**src/rtl/shadoks_sdram_pkg.sv**
```systemverilog
// Shared types and default constants for the Shadoks SDRAM refresh logic.
package shadoks_sdram_pkg;

  typedef enum logic [1:0] {
    S_IDLE = 2'd0,
    S_ARM  = 2'd1,
    S_REQ  = 2'd2,
    S_BUSY = 2'd3
  } state_t;

  // 15 us at 24 MHz keeps 4096 rows inside 64 ms with margin.
  localparam int DEF_REFRESH_INTERVAL = 360;
  localparam int DEF_MAX_OWED         = 8;
  localparam int DEF_URGENT_LEVEL     = 4;
  localparam int DEF_BUSY_TIMEOUT     = 63;

endpackage

```
**src/rtl/refresh_tick_timer.sv**
```systemverilog
// Free-running down-counter; tick is high on the cycle the count reads zero.
module refresh_tick_timer
  import shadoks_sdram_pkg::*;
#(
  parameter int INTERVAL = DEF_REFRESH_INTERVAL
) (
  input  logic clk,
  input  logic reset,
  output logic tick
);

  localparam int CW = (INTERVAL > 1) ? $clog2(INTERVAL) : 1;

  logic [CW-1:0] cnt;

  always_ff @(posedge clk) begin
    if (reset)            cnt <= CW'(INTERVAL - 1);
    else if (cnt == '0)   cnt <= CW'(INTERVAL - 1);
    else                  cnt <= cnt - 1'b1;
  end

  assign tick = (cnt == '0);

endmodule

```
**src/rtl/sdram_refresh_scheduler.sv**
```systemverilog
// Refresh debt tracker and request FSM that slots auto-refresh into bus-quiet windows.
// Optional REFRESH_STATS_EN adds grant counters split by launch type.
module sdram_refresh_scheduler
  import shadoks_sdram_pkg::*;
#(
  parameter int REFRESH_INTERVAL = DEF_REFRESH_INTERVAL,
  parameter int MAX_OWED         = DEF_MAX_OWED,
  parameter int URGENT_LEVEL     = DEF_URGENT_LEVEL,
  parameter int BUSY_TIMEOUT     = DEF_BUSY_TIMEOUT
) (
  input  logic        clk,
  input  logic        reset,
  input  logic        access_slot,
  input  logic        vu_pending,
  input  logic        disk_pending,
  output logic        refresh_req,
  input  logic        refresh_grant,
  input  logic        sdram_busy,
  output logic [3:0]  owed,
  output logic        urgent,
  output logic        error
`ifdef REFRESH_STATS_EN
  ,
  output logic [15:0] stat_opport,
  output logic [15:0] stat_forced
`endif
);

  localparam int BCW = (BUSY_TIMEOUT > 0) ? $clog2(BUSY_TIMEOUT + 1) : 1;

  state_t         state, state_nxt;
  logic           tick;
  logic           grant_ok, bad_grant, overflow, busy_fire, busy_to;
  logic           opp_launch, forced_launch;
  logic [BCW-1:0] busy_cnt;

  refresh_tick_timer #(.INTERVAL(REFRESH_INTERVAL)) u_timer (
    .clk   (clk),
    .reset (reset),
    .tick  (tick)
  );

  assign urgent        = (owed >= 4'(URGENT_LEVEL));
  assign opp_launch    = access_slot & ~vu_pending & ~disk_pending;
  assign forced_launch = urgent & ~vu_pending;
  // Only a grant answering our own request counts; anything else is a protocol fault.
  assign grant_ok      = refresh_grant & (state == S_REQ);
  assign bad_grant     = refresh_grant & (state != S_REQ);
  assign overflow      = tick & ~grant_ok & (owed == 4'(MAX_OWED));
  assign busy_to       = (busy_cnt == BCW'(BUSY_TIMEOUT));
  assign busy_fire     = (state == S_BUSY) & sdram_busy & busy_to;

  always_ff @(posedge clk) begin
    if (reset) state <= S_IDLE;
    else       state <= state_nxt;
  end

  always_comb begin
    state_nxt   = state;
    refresh_req = 1'b0;
    case (state)
      S_IDLE: if (owed != '0) state_nxt = S_ARM;
      S_ARM: begin
        if (owed == '0)                        state_nxt = S_IDLE;
        else if (opp_launch || forced_launch)  state_nxt = S_REQ;
      end
      S_REQ: begin
        refresh_req = 1'b1;
        // A grant racing a VU preemption wins: the command is already out.
        if (refresh_grant)   state_nxt = S_BUSY;
        else if (vu_pending) state_nxt = S_ARM;
      end
      S_BUSY: begin
        if (!sdram_busy)  state_nxt = (owed != '0) ? S_ARM : S_IDLE;
        else if (busy_to) state_nxt = S_IDLE;
      end
      default: state_nxt = S_IDLE;
    endcase
  end

  always_ff @(posedge clk) begin
    if (reset) begin
      owed <= '0;
    end else begin
      case ({tick, grant_ok})
        2'b10:   if (owed != 4'(MAX_OWED)) owed <= owed + 1'b1;
        2'b01:   if (owed != '0)           owed <= owed - 1'b1;
        default: owed <= owed;
      endcase
    end
  end

  always_ff @(posedge clk) begin
    if (reset)                              error <= 1'b0;
    else if (overflow | bad_grant | busy_fire) error <= 1'b1;
  end

  always_ff @(posedge clk) begin
    if (reset || state != S_BUSY) busy_cnt <= '0;
    else if (!busy_to)            busy_cnt <= busy_cnt + 1'b1;
  end

`ifdef REFRESH_STATS_EN
  logic launch_forced;

  // Opportunistic takes precedence when both launch conditions hold.
  always_ff @(posedge clk) begin
    if (reset)
      launch_forced <= 1'b0;
    else if (state == S_ARM && owed != '0 && (opp_launch || forced_launch))
      launch_forced <= ~opp_launch;
  end

  always_ff @(posedge clk) begin
    if (reset) begin
      stat_opport <= '0;
      stat_forced <= '0;
    end else if (grant_ok) begin
      if (launch_forced && stat_forced != 16'hFFFF)      stat_forced <= stat_forced + 1'b1;
      else if (!launch_forced && stat_opport != 16'hFFFF) stat_opport <= stat_opport + 1'b1;
    end
  end
`endif

endmodule

```
**config.mk**
```make
export PLATFORM = sky130hd
export DESIGN_NAME = sdram_refresh_scheduler
export DESIGN_NICKNAME = d
export VERILOG_FILES = /design/src/rtl/shadoks_sdram_pkg.sv /design/src/rtl/refresh_tick_timer.sv /design/src/rtl/sdram_refresh_scheduler.sv
export SDC_FILE = /design/constraint.sdc
export NUM_CORES = 1
export LEC_CHECK = 0
export CORE_UTILIZATION = 50
export DETAILED_ROUTE_END_ITERATION = 7
export PLACE_DENSITY = 0.69
export SLEW_MARGIN = 30
export SYNTH_ARGS = -nofsm -noshare
export SYNTH_HDL_FRONTEND = slang
export SYNTH_HIERARCHICAL = 1
export SYNTH_SLANG_ARGS = --single-unit
```
**constraint.sdc**
```tcl
create_clock -name clk -period 6 [get_ports clk]
set_input_delay 1.5 -clock clk [delete_from_list [all_inputs] [get_ports clk]]
set_output_delay 1.5 -clock clk [all_outputs]
set_load 0.01 [all_outputs]
```
==> metrics <==
total wire length 2.48 mm; global-route wire length before repair 4.24 mm; Reg2Reg Setup Slack about 3.3 ns; post-DP HPWL approximately 1.8 mm; number of synthesized flops with an enable pin 0; filler cell count ~220; Worst setup SP type flip-flop; clk_lat worst skew ~0.32 ns; largest net degree at the start of global routing 14; die area 2760 µm²; 1st-iter DRT viols 11; Data required, critical path ~4.5 ns; initial core utilization 0.550; Post-CTS Resized 0; total CTS buffers 3; # rows 17; Crit path arrival time 1.69 ns; Hold WC Path Type flip-flop to flip-flop; status finished clean; vias in the first global route 1,013; Most used DFF post-synth dfxtp_1; Num Clock Sinks 22; Max-Slew Margin vs Limit 0.691; Reg clk slew, reported paths approximately 0.13 ns; worst vdd ir between 0.15 and 0.2 mV; YS warnings 6; max-slew violations 0; Reg2Reg Depth 10; final setup violating endpoints 0; Crit. End Element output port; Min-Delay Startpoint u_timer/cnt[0]; Synth Instances approximately 150; hold buffers post-CTS 0; Avg Cell Area, Syn 8.68 µm²; Clock Skews 0.00494 ns; Final Power 282 µW; maxcap violations 0; Async S/R FF share, synth 0; vias per cell between 5 and 6; worst setup margin ~2.8 ns; RSZ-0062 raised after global routing no; Synth Cell Area about 1300 µm²; Yosys cell types 50; Placer Congestion ~0.77; Worst-Margin Slew about 0.46 ns; H-tree level count 1; Overflow after GRT 0; antenna violations before repair 0; Hold EP u_timer/cnt[0]; Final Hold Vio Count 0; Reg area 440 µm²; WS Path Type flip-flop to output port; min cycle time layout ~3.2 ns; CORE AREA about 2300 µm²; I/O Buffers 13; register bit total from synthesis 22; Leakage roughly 0.00055 µW; Bufs and invs on worst path 2; Critical Path Max Stage Delay around 0.63 ns; slowest CP cell dfxtp_1; die width between 50 and 60 µm; routed via count 1,090; delay-heaviest family, CP flip-flops; share of layout cells above drive strength 1 0.0955; Area Overhead vs Synth 13.3%; critical-path cell list nor2_1, inv_1, clkdlybuf4s50_1; DR WL/cell roughly 13 µm; clk buf depth 2; Peak Freq about 310 MHz; GRT Total Usage 0.212; num ports 14; setup TNS 0 ns; post-synthesis sequential area ratio 0.345; Reg-to-Reg End owed[2]; Routed Antenna Nets 0; hold depth 1; DIE HEIGHT 52.5 µm; Worst R2R Start u_timer/cnt[3]; Residual DRC 0; First-pass DRT Iterations 4; Ant. Diodes 0; CTS tree built; Syn Nets about 160; Post-DP Area roughly 1400 µm²; worst-path maximum fanout 11; Placement Setup Slack between 2 and 3 ns; Final Hold Slack approximately 0.40 ns; post-CTS setup buffers 0; final net count about 170; multi-input gate area in the final layout 758 µm²; Final Cell Area 1450 µm²; CTS Root Cell clkbuf_4; Tcrit/Tclk final 0.531; PwrDens 195 nW/µm²
## layout by cell type (no fill, tap or decap), types with 2 or more instances in the layout
cell,instances
dfxtp_1,22
o31ai_1,3
nor3_1,5
nand3_1,8
or3_2,2
nor4_1,2
nor2b_1,2
nand2b_1,8
nand2_1,10
a31oi_1,4
or3_1,3
nor3b_1,2
mux2i_1,3
ha_1,3
o21ai_0,5
nor2_1,14
clkdlybuf4s50_1,13
xor2_1,3
a21oi_1,7
inv_1,6
clkbuf_4,3
## synthesized netlist by cell type (4+ instances only)
library cell | n | share of area
dfxtp_1 | 22 | 0.35
nor2_1 | 14 | 0.041
o21ai_0 | 5 | 0.020
a31oi_1 | 4 | 0.020
nor3_1 | 5 | 0.020
a21oi_1 | 7 | 0.027
nand2_1 | 10 | 0.029
nand2b_1 | 8 | 0.039
nand3_1 | 8 | 0.031
inv_1 | 6 | 0.018
## through the flow
| step | util | std cells |
|---|---|---|
| 3_5_place_dp | 0.601 | 181 |
| 6_report | 0.624 | 185 |
| 4_1_cts | 0.624 | 185 |
| 2_1_floorplan | - | 147 |
| 5_1_grt | 0.624 | 185 |
| 3_3_place_gp | 0.601 | 181 |
## state kept, by name (all words and copies together) (netlist names)
name and cells:
busy_cnt 6, error 1, owed 4, u_timer/cnt 9, state 2
## area by class of cell
cell class                 instances  area share
sequential                        22       0.304
clock inverter                     1      0.0208
multi-input combinational        111       0.524
inverter                           6      0.0156
clock buffer                       3      0.0156
timing repair buffer              14      0.0952
tap                               28      0.0242
## how the worst max path moves through the flow
| stage | start | end | slack, ns | depth (start not counted) |
|---|---|---|---|---|
| 2_1_floorplan | refresh_grant | owed[2] | 3.33 | 7 |
| 3_3_place_gp | refresh_grant | owed[2] | 2.66 | 8 |
| 3_5_place_dp | refresh_grant | owed[2] | 2.57 | 8 |
| 4_1_cts | owed[2] | urgent | 2.80 | 3 |
| 5_1_grt | owed[2] | urgent | 2.70 | 3 |
| 6_report | owed[2] | urgent | 2.81 | 3 |
## worst register-to-register path, cell delays in order, from the launching register on
cell and delay (ns):
dfxtp_1 0.38, or4_4 0.58, nor4_1 0.27, buf_4 0.23
and4bb_4 0.27, xor2_1 0.15, ha_1 0.18, nor2_1 0.04
mux2_2 0.28, o21ai_0 0.09, o2111ai_1 0.13
## per-layer routing
metal  GRT usage  routed length (µm)
met5           0                   0
met4      0.0921                  30
met3      0.0609                 106
met2       0.369                1220
met1       0.236                1120
## power by group
group	internal (µW)	switching (µW)
Clock	67.6	47.6
Combinational	9.16	7.60
Sequential	149	1.67
## cells by family after synthesis
group | Yosys count | share of synthesized area
fa+ha+maj | 3 | 0.0294
flops | 22 | 0.345
simple gates | 68 | 0.332
compound gates | 31 | 0.164
buf+inv | 14 | 0.0608
mux | 5 | 0.0412
xor+xnor | 4 | 0.0275
No activity file was read; power rests on OpenSTA's default activity.
